File: config.mk
export PLATFORM = sky130hd
export DESIGN_NAME = control_sequencer
export DESIGN_NICKNAME = d
export VERILOG_FILES = /design/src/rtl/control_sequencer_pkg.sv /design/src/rtl/control_sequencer_step_ring.sv /design/src/rtl/control_sequencer.sv
export SDC_FILE = /design/constraint.sdc
export NUM_CORES = 1
export LEC_CHECK = 0
export ABC_AREA = 1
export CAP_MARGIN = 20
export CORE_MARGIN = 1.5
export CORE_UTILIZATION = 40
export DETAILED_ROUTE_END_ITERATION = 10
export GPL_TIMING_DRIVEN = 0
export PLACE_DENSITY = 0.78
export SYNTH_ARGS = -nofsm -noshare
export SYNTH_HDL_FRONTEND = slang
export SYNTH_SLANG_ARGS = --single-unit
File: constraint.sdc
create_clock -name i_Clk -period 1.35 [get_ports i_Clk]
set_input_delay 0.2025 -clock i_Clk [delete_from_list [all_inputs] [get_ports i_Clk]]
set_output_delay 0.2025 -clock i_Clk [all_outputs]
set_load 0.01 [all_outputs]
File: src/rtl/control_sequencer_pkg.sv
// control_sequencer_pkg: shared timing, opcode and condition constants for the control unit
package control_sequencer_pkg;
    localparam logic [3:0] STEP_T1 = 4'b0001;
    localparam logic [3:0] STEP_T2 = 4'b0010;
    localparam logic [3:0] STEP_T3 = 4'b0100;
    localparam logic [3:0] STEP_T4 = 4'b1000;
    localparam logic [7:0] COUNT_FIRST = 8'h01;
    localparam logic [7:0] COUNT_LAST = 8'h80;
    localparam logic [7:0] OPC_NOP = 8'h00;
    localparam logic [7:0] OPC_CB = 8'hCB;
    localparam int COND_NZ = 0;
    localparam int COND_Z = 1;
    localparam int COND_NC = 2;
    localparam int COND_C = 3;
    localparam int FLAG_Z = 3;
    localparam int FLAG_C = 0;
endpackage

File: src/rtl/control_sequencer_step_ring.sv
// step_ring: 4-bit one-hot T-step rotator with hold and synchronous reset
module step_ring
    import control_sequencer_pkg::*;
(
    input  logic       clk,
    input  logic       rst,
    input  logic       hold,
    output logic [3:0] step
);
    always_ff @(posedge clk) begin
        if (rst)
            step <= STEP_T1;
        else if (!hold)
            step <= {step[2:0], step[3]};
    end
endmodule

File: src/rtl/control_sequencer.sv
// control_sequencer: T-step/M-cycle timing, opcode latch and condition decode for the microcode blocks
module control_sequencer
    import control_sequencer_pkg::*;
(
    input  logic       i_Clk,
    input  logic       i_Reset,
    input  logic       i_Stall,
    input  logic       i_IR_Fetch,
    input  logic [7:0] i_Data_Bus,
    input  logic [3:0] i_Flags,
    output logic [3:0] o_Cycle_Step,
    output logic [7:0] o_Cycle_Count,
    output logic [7:0] o_IR,
    output logic       o_Prefix_CB,
    output logic [3:0] o_Y,
    output logic [3:0] o_Conditions,
    output logic       o_Fault
);
    logic advance;
    logic unused_flags;
    assign advance = (o_Cycle_Step == STEP_T4) && !i_Stall;
    assign unused_flags = ^i_Flags[2:1];
    step_ring u_step_ring (
        .clk(i_Clk),
        .rst(i_Reset),
        .hold(i_Stall),
        .step(o_Cycle_Step)
    );
    // a load marks the new byte as CB-operand when the byte it replaces was an unprefixed CB
    always_ff @(posedge i_Clk) begin
        if (i_Reset) begin
            o_Cycle_Count <= COUNT_FIRST;
            o_IR <= OPC_NOP;
            o_Prefix_CB <= 1'b0;
            o_Fault <= 1'b0;
        end else if (advance) begin
            if (i_IR_Fetch) begin
                o_IR <= i_Data_Bus;
                o_Cycle_Count <= COUNT_FIRST;
                o_Prefix_CB <= (o_IR == OPC_CB) && !o_Prefix_CB;
            end else if (o_Cycle_Count == COUNT_LAST)
                o_Fault <= 1'b1;
            else
                o_Cycle_Count <= o_Cycle_Count << 1;
        end
    end
    always_comb begin
        o_Y = 4'b0001 << o_IR[4:3];
        o_Conditions = '0;
        o_Conditions[COND_NZ] = ~i_Flags[FLAG_Z];
        o_Conditions[COND_Z] = i_Flags[FLAG_Z];
        o_Conditions[COND_NC] = ~i_Flags[FLAG_C];
        o_Conditions[COND_C] = i_Flags[FLAG_C];
    end
endmodule

==> results list, run 1 <==
- Final setup violating endpoints: 0
- Max-cap violations in this run came to 0.
- Worst hold path startpoint: i_IR_Fetch
- Across all register-to-register paths, the minimum setup slack is 0.11 ns.
- After detailed routing, the average wire length per cell comes to 10.8 µm.
- Status: finished, final reports clean
- Via count of the first global-routing pass: 896
- Global-route congestion overflow total: 0
- IO Pins: 46
- Antenna violations before repair: 0
* Worst-path fanout max: 7
- Clock buffer count from CTS: 3
- The highest layer touched by signal routing is met4.
* Critical path class: reg -> out
- Critical register-to-register path endpoint: o_Cycle_Count[6]
- For hold timing, the worst endpoint is o_Cycle_Count[0].
* Period utilisation layout: 0.949
- The path class of the tightest hold or removal check is in -> reg.
* RSZ-0062 raised after global routing: no
- Summing every instance area after synthesis gives 1000 µm².
- Of the synthesized area, sequential elements account for 0.439.
- For the pin with the worst max-slew slack, the measured transition is 0.451 ns.
- The final layout contains 204 nets.
- Using the TritonRoute via totals, the vias-per-cell ratio works out to 4.76.
- The routed design uses 108 µm of met3 wire.
- Max Root-Sink Buffers: 2
* Final Hold Fails: 0
* Number of warning messages in the yosys log: 0
- In this run the cell area measured after placement is 1470 µm².
- Number of nets in the synthesized netlist: 155
- Met1 Wirelength: 1040 µm
- IR Drop Worst-Case VDD: 0.548 mV
- Area of the core: 2300 µm²
* Cell area power density: 794 nW/µm²
- Counting every instance in the synthesized netlist gives 139.
- TritonCTS built the clock tree.
- Arrival time worst endpoint: 1.08 ns
* Kind of end point of the critical path: output port
* Met2 Routed Length: 1110 µm
- Proportion of synthesized flip-flops having asynchronous set or reset: 0
- From synthesis to final layout, the design area changed by 49.8%.
- For this run, the leading register cell type out of synthesis is sky130_fd_sc_hd__dfxtp_1.
- Avg Synthesized Cell Area: 7.21 µm²
- Achievable clock frequency: 780 MHz
* DRT Pass-1 Iters: 6
- Pin count of the biggest net entering global routing: 13
- In this run the number of H-tree levels came out at 1.
- Once detailed placement completed, the half-perimeter wirelength came to 1740 µm.
- Clock latency at the later pin of the worst-skew pair: 0.31 ns
* Post-synth EDFFs: 0
* Max Transition Viols Final: 0
* Critical R2R Launch: o_Cycle_Count[1]
- After detailed routing, the number of remaining DRC violations is 0.
- Root cell of the clock tree: sky130_fd_sc_hd__clkbuf_4
* Die Y-Extent: 53.1 µm
- Summed over all failing endpoints, the final setup total negative slack is 0 ns.
- Minimum clock period: 1.28 ns
* Full die area: 2810 µm²
- The analysis attributes to cell leakage a power of 0.719 nW.
- Post-synthesis register bit count: 22
* Clock-pin slew on the worst setup and hold paths: 0.13 ns
- Input and output buffers added on the ports amount to 43.
- The floorplan has 17 rows.
- Counting instances, the worst hold path has a depth of 4.
* Count of inserted antenna diode cells: 0
- Skew final: 0.00448 ns
- Die width: 53.1 µm
- For this configuration, the core starts out at a cell density of 0.436.
- After synthesis, the netlist uses 20 different library cells.
- The routed design has 2330 µm of wire.
- The worst setup path is launched from a register.
- Total routing resource utilization after global routing: 0.189
- Antenna-violating nets left: 0
* Tightest slew margin relative to the limit: 0.699
* Detailed router's first-iteration violation count: 12
- The first global-routing pass estimated 3870 µm of wire.
- R2R cell count: 6
- Fraction of layout cells with a size suffix above 1: 0.171
* CP required: 1.15 ns
* Gpl congestion: 0.760
* DR vias: 1,024
- Final Instance Area: 1500 µm²
- The tree built by TritonCTS fans out to 22 sinks.
critical path, stage by stage, from the launching register on:
cell and delay (ns):
sky130_fd_sc_hd__dfxtp_4 0.40, sky130_fd_sc_hd__inv_1 0.04, sky130_fd_sc_hd__nor2_1 0.08, sky130_fd_sc_hd__clkdlybuf4s15_1 0.25
placed cells by master, fill, tap and decap left out, types with 2 or more instances in the layout:
master	netlist	layout
sky130_fd_sc_hd__nand2_2	2	2
sky130_fd_sc_hd__nand2_4	2	2
sky130_fd_sc_hd__nand3_1	9	9
sky130_fd_sc_hd__a21oi_1	19	19
sky130_fd_sc_hd__dfxtp_1	22	10
sky130_fd_sc_hd__o21ai_0	3	3
sky130_fd_sc_hd__inv_1	13	13
sky130_fd_sc_hd__clkdlybuf4s15_1	0	2
sky130_fd_sc_hd__buf_4	2	3
sky130_fd_sc_hd__clkbuf_4	0	3
sky130_fd_sc_hd__buf_6	3	3
sky130_fd_sc_hd__nor2_1	15	15
sky130_fd_sc_hd__nand2_1	38	38
sky130_fd_sc_hd__nand4_1	2	2
sky130_fd_sc_hd__dfxtp_4	0	3
sky130_fd_sc_hd__nor2_2	2	2
sky130_fd_sc_hd__clkdlybuf4s50_1	0	12
sky130_fd_sc_hd__dfxtp_2	0	9
sky130_fd_sc_hd__dlygate4sd2_1	0	28
Yosys cell counts (3+ instances only):
cell	n	area, µm²
sky130_fd_sc_hd__a21oi_1	19	95.1
sky130_fd_sc_hd__buf_6	3	33.8
sky130_fd_sc_hd__nand3_1	9	45.0
sky130_fd_sc_hd__inv_1	13	48.8
sky130_fd_sc_hd__dfxtp_1	22	440
sky130_fd_sc_hd__o21ai_0	3	15.0
sky130_fd_sc_hd__nor2_1	15	56.3
sky130_fd_sc_hd__nand2_1	38	143
state kept, by name (all words and copies together) (netlist names):
name and count:
o_Fault 1, o_Cycle_Count 8, o_Prefix_CB 1, o_IR 8, u_step_ring.step 4
layout make-up:
cell class / instances / area [µm²]
clock buffers: 4 / 36.3
inverters: 15 / 57.6
fillers: 224 / 796
multi-input cells: 95 / 447
flip-flops and latches: 22 / 463
well taps: 28 / 35.0
plain buffers: 7 / 57.6
repair buffers: 44 / 405
where the power goes:
group | total [mW] | switching (mW) | internal (mW)
clock | 0.373 | 0.208 | 0.165
sequential | 0.673 | 0.0127 | 0.660
combinational | 0.146 | 0.0697 | 0.0764
through the flow:
| step | total power [mW] | cells | worst slack (ns) | hold WS (ns) | utilization |
|---|---|---|---|---|---|
| 2_1_floorplan | 0.759 | 139 | 0.236 | 0.292 | - |
| 3_3_place_gp | 0.848 | 210 | -0.180 | 0.438 | 0.639 |
| 3_5_place_dp | 0.851 | 210 | -0.233 | 0.447 | 0.639 |
| 4_1_cts | 1.20 | 215 | 0.0323 | 0.426 | 0.651 |
| 5_1_grt | 1.25 | 215 | 0.00774 | 0.417 | 0.654 |
| 6_report | 1.19 | 215 | 0.0683 | 0.401 | 0.654 |
repair_timing:
item                                   4_1_cts  5_1_grt
setup buffers                                1        0
resized for setup                           45        3
endpoints found under the hold margin        0        0
setup endpoints to repair                   30        3
hold buffers                                 0        0
logic make-up (layout without fill, tap and decap cells):
kind of cell | Yosys count | in the layout | synth area share
flip-flops | 22 | 22 | 0.439
AO/OA/AOI/OAI | 23 | 23 | 0.117
buffers and inverters | 22 | 70 | 0.115
AND/OR/NAND/NOR | 72 | 72 | 0.328
how the worst max path moves through the flow:
stage / from / end / slack (ns)
after floorplan: u_step_ring.step[0] / o_IR[3] / 0.24
after global placement: i_IR_Fetch / o_Cycle_Count[6] / -0.18
after detailed placement: i_IR_Fetch / o_Cycle_Count[6] / -0.23
after CTS: o_IR[3] / o_Y[1] / 0.03
after global routing: o_IR[3] / o_Y[1] / 0.008
final: o_IR[3] / o_Y[1] / 0.07
layer usage:
layer / global-route usage / vias up
li1: - / 532
met1: 0.235 / 455
met2: 0.298 / 30
met3: 0.0339 / 7
met4: 0.120 / 0
met5: 0 / -
No activity file was read; power rests on OpenSTA's default activity.
==> run 2: changes to the inputs <==
--- a/config.mk
+++ b/config.mk
@@ -7,7 +7,6 @@
 export LEC_CHECK = 0
 export ABC_AREA = 1
 export CAP_MARGIN = 20
-export CORE_MARGIN = 1.5
 export CORE_UTILIZATION = 40
 export DETAILED_ROUTE_END_ITERATION = 10
 export GPL_TIMING_DRIVEN = 0
==> results list, run 2 (synthesis gave the netlist of run 1 again) <==
* Arrival time worst endpoint: 1.08 ns (about the same)
* Number of max-capacitance violations reported: 0 (unchanged)
- Sw Ratio: 0.244 (about the same)
- In this run the worst hold path is classified as in -> reg.
- Gpl congestion: 0.745 (-1.9%)
- Worst-path fanout max: 4 (-3)
- The depth of the worst register-to-register path came to 7 (+1).
- The cell row count was 17 (unchanged).
- The combined global-route utilization of all metal layers was 0.198 (+0.00868).
- Number of buffers added on ports: 43 (unchanged)
- TritonCTS built the clock tree.
- The area of all placed cells without fillers came to 1500 µm² (-0.33%).
- The run finished with clean final reports.
* Root cell of the clock tree: sky130_fd_sc_hd__clkbuf_4
- The library cell used most frequently in the layout, excluding fill and tap cells, is sky130_fd_sc_hd__nand2_1.
- The total overflow reported by the global router came to 0 (unchanged).
* Kind of end point of the critical path: output port
* Die Y-Extent: 52.1 µm (-1.9%)
- Setup TNS: 0 ns (unchanged)
- The leakage power is 0.726 nW (+1.0%).
- Area after detailed placement: 1470 µm² (unchanged)
* Global-route wire length before repair: 3950 µm (+2.0%)
- IO Pins: 46 (unchanged)
- The power dissipated by switching net loads was 291 µW (about the same).
* Clock latency at the later pin of the worst-skew pair: 0.31 ns (about the same)
- Full die area: 2710 µm² (-3.7%)
- RSZ-0062 raised after global routing: no
* Cell count after placement: 210 (unchanged)
- Critical path class: reg -> out
* Cell area power density: 797 nW/µm² (+0.45%)
- Kind of launch point of the worst setup path: register
- Post-layout instance count excluding filler cells: 216 (+0.47%)
* Leading cell types in the layout, fill and taps excluded: sky130_fd_sc_hd__nand2_1 (38), sky130_fd_sc_hd__dlygate4sd2_1 (28), sky130_fd_sc_hd__a21oi_1 (19)
- DRT Pass-1 Iters: 5 (-1)
* Achievable clock frequency: 782 MHz (+0.22%)
- Worst slew pin tran: 0.476 ns (+0.0251 ns)
- The number of buffers added by the clock tree synthesis step was 3 (unchanged).
- Final Hold Fails: 0 (unchanged)
- The relative contribution of the clock network to total power was 0.312 (about the same).
- TritonCTS Sinks: 22 (unchanged)
- Via count of the first global-routing pass: 936 (+4.5%)
- Top flop regs: o_Cycle_Count: 8 flops, o_IR: 8 flops, u_step_ring.step: 4 flops
- DR vias: 1,059 (+3.4%)
- The wire length per cell after detailed routing came to 11.5 µm (+6.4%).
- Pin count of the biggest net entering global routing: 13 (unchanged)
- Fraction of layout cells with a size suffix above 1: 0.170 (-0.000910)
- Min-Delay Path Depth: 4 (unchanged)
- Die width: 52.1 µm (-1.9%)
- The worst supply voltage drop on vdd was 0.548 mV (about the same).
- Antenna-violating nets left: 0 (unchanged)
- Logic gate share of total power: 0.123 (about the same)
* Final setup violating endpoints: 0 (unchanged)
* Clock-pin slew on the worst setup and hold paths: 0.12 ns (about the same)
- Antenna violations before repair: 0 (unchanged)
- Half-perimeter wire length after placement: 1860 µm (+7.0%)
- Detailed router's first-iteration violation count: 15 (+3)
- The internal power contribution came to 902 µW (+0.13%).
- Detailed Route WL: 2490 µm (+6.9%)
- The area of the core region was 2280 µm² (-0.93%).
- The level count of the clock H-tree came to 1 (unchanged).
* Count of inserted antenna diode cells: 0 (unchanged)
* Max Transition Viols Final: 0 (unchanged)
- The number of remaining DRC errors came to 0 (unchanged).
- The worst-case register-to-register setup slack came to 0.13 ns (+0.02 ns).
- Via-to-Cell Ratio: 4.90 (+2.9%)
* Minimum clock period: 1.28 ns (-0.00283 ns)
- Filler Cells Inserted: 212 (-5.4%)
- Skew final: 0.00241 ns (-0.00207 ns)
- Tightest slew margin relative to the limit: 0.683 (-0.0168)
* CP required: 1.15 ns (about the same)
* Syn-to-layout area delta: 49.3%
- The sequential share of power was 0.565 (about the same).
- The number of nets in the layout came to 205 (+0.49%).
* Period utilisation layout: 0.947 (-0.00210)
* Max Root-Sink Buffers: 2 (unchanged)
* Starting utilization of the core area: 0.440 (+0.00408)
==> run 2: cell count changes in the layout (fill, tap and decap cells not counted), moves of 2 or more <==
cell	change
sky130_fd_sc_hd__dfxtp_2	-3
sky130_fd_sc_hd__buf_2	+2
sky130_fd_sc_hd__clkdlybuf4s15_1	-2
sky130_fd_sc_hd__dfxtp_1	+4
==> run 2: final timing paths <==
kind	startpoint	end
setup / recovery	o_IR[3]	o_Y[1]
hold / removal	i_IR_Fetch	o_Cycle_Count[0]
setup reg to reg	o_Cycle_Count[0]	o_Cycle_Count[2]
hold reg to reg	o_Fault	o_Fault
==> run 2: metal layers <==
metal,GRT usage,vias to the layer above,wire length [µm]
li1,-,542,-
met1,0.225,479,1070
met2,0.344,33,1200
met3,0.0409,5,162
met4,0.0991,0,50
met5,0,-,0
==> run 2: through the flow <==
| stage | power, mW | utilization | setup slack [ns] | hold WS, ns |
|---|---|---|---|---|
| 3_3_place_gp | 0.848 | 0.645 | -0.176 | 0.438 |
| 4_1_cts | 1.20 | 0.654 | 0.0612 | 0.422 |
| 5_1_grt | 1.24 | 0.658 | 0.00207 | 0.375 |
| 3_5_place_dp | 0.852 | 0.645 | -0.225 | 0.445 |
| 6_report | 1.19 | 0.658 | 0.0711 | 0.372 |
| 2_1_floorplan | 0.759 | - | 0.236 | 0.292 |
==> run 2: worst max-delay path: stages, from the launching register on <==
cell	delay, ns
sky130_fd_sc_hd__dfxtp_4	0.37
sky130_fd_sc_hd__buf_4	0.12
sky130_fd_sc_hd__inv_1	0.03
sky130_fd_sc_hd__nor2_1	0.09
sky130_fd_sc_hd__buf_2	0.14
==> run 2: layout make-up <==
class / instances / area (µm²) / area share
sequential: 22 / 455 / 0.304
multi-input combinational: 95 / 452 / 0.302
tap: 28 / 35.0 / 0.0234
inverter: 15 / 57.6 / 0.0385
timing repair buffer: 45 / 403 / 0.269
buffer: 7 / 57.6 / 0.0385
clock buffer: 4 / 36.3 / 0.0242
==> run 2: timing repair <==
item                                    in CTS  in global routing
buffers inserted                             2                  0
hold buffers                                 0                  0
endpoints found under the setup margin      30                  1
resized for setup                           46                  2
==> run 2: power by group through the flow <==
stage	sequential [mW]	clock [mW]	combinational, mW
final	0.674	0.373	0.147
after global placement	0.690	0	0.158
after CTS	0.674	0.379	0.148
after floorplan	0.696	0	0.0631
after global routing	0.676	0.407	0.161
after detailed placement	0.691	0	0.161
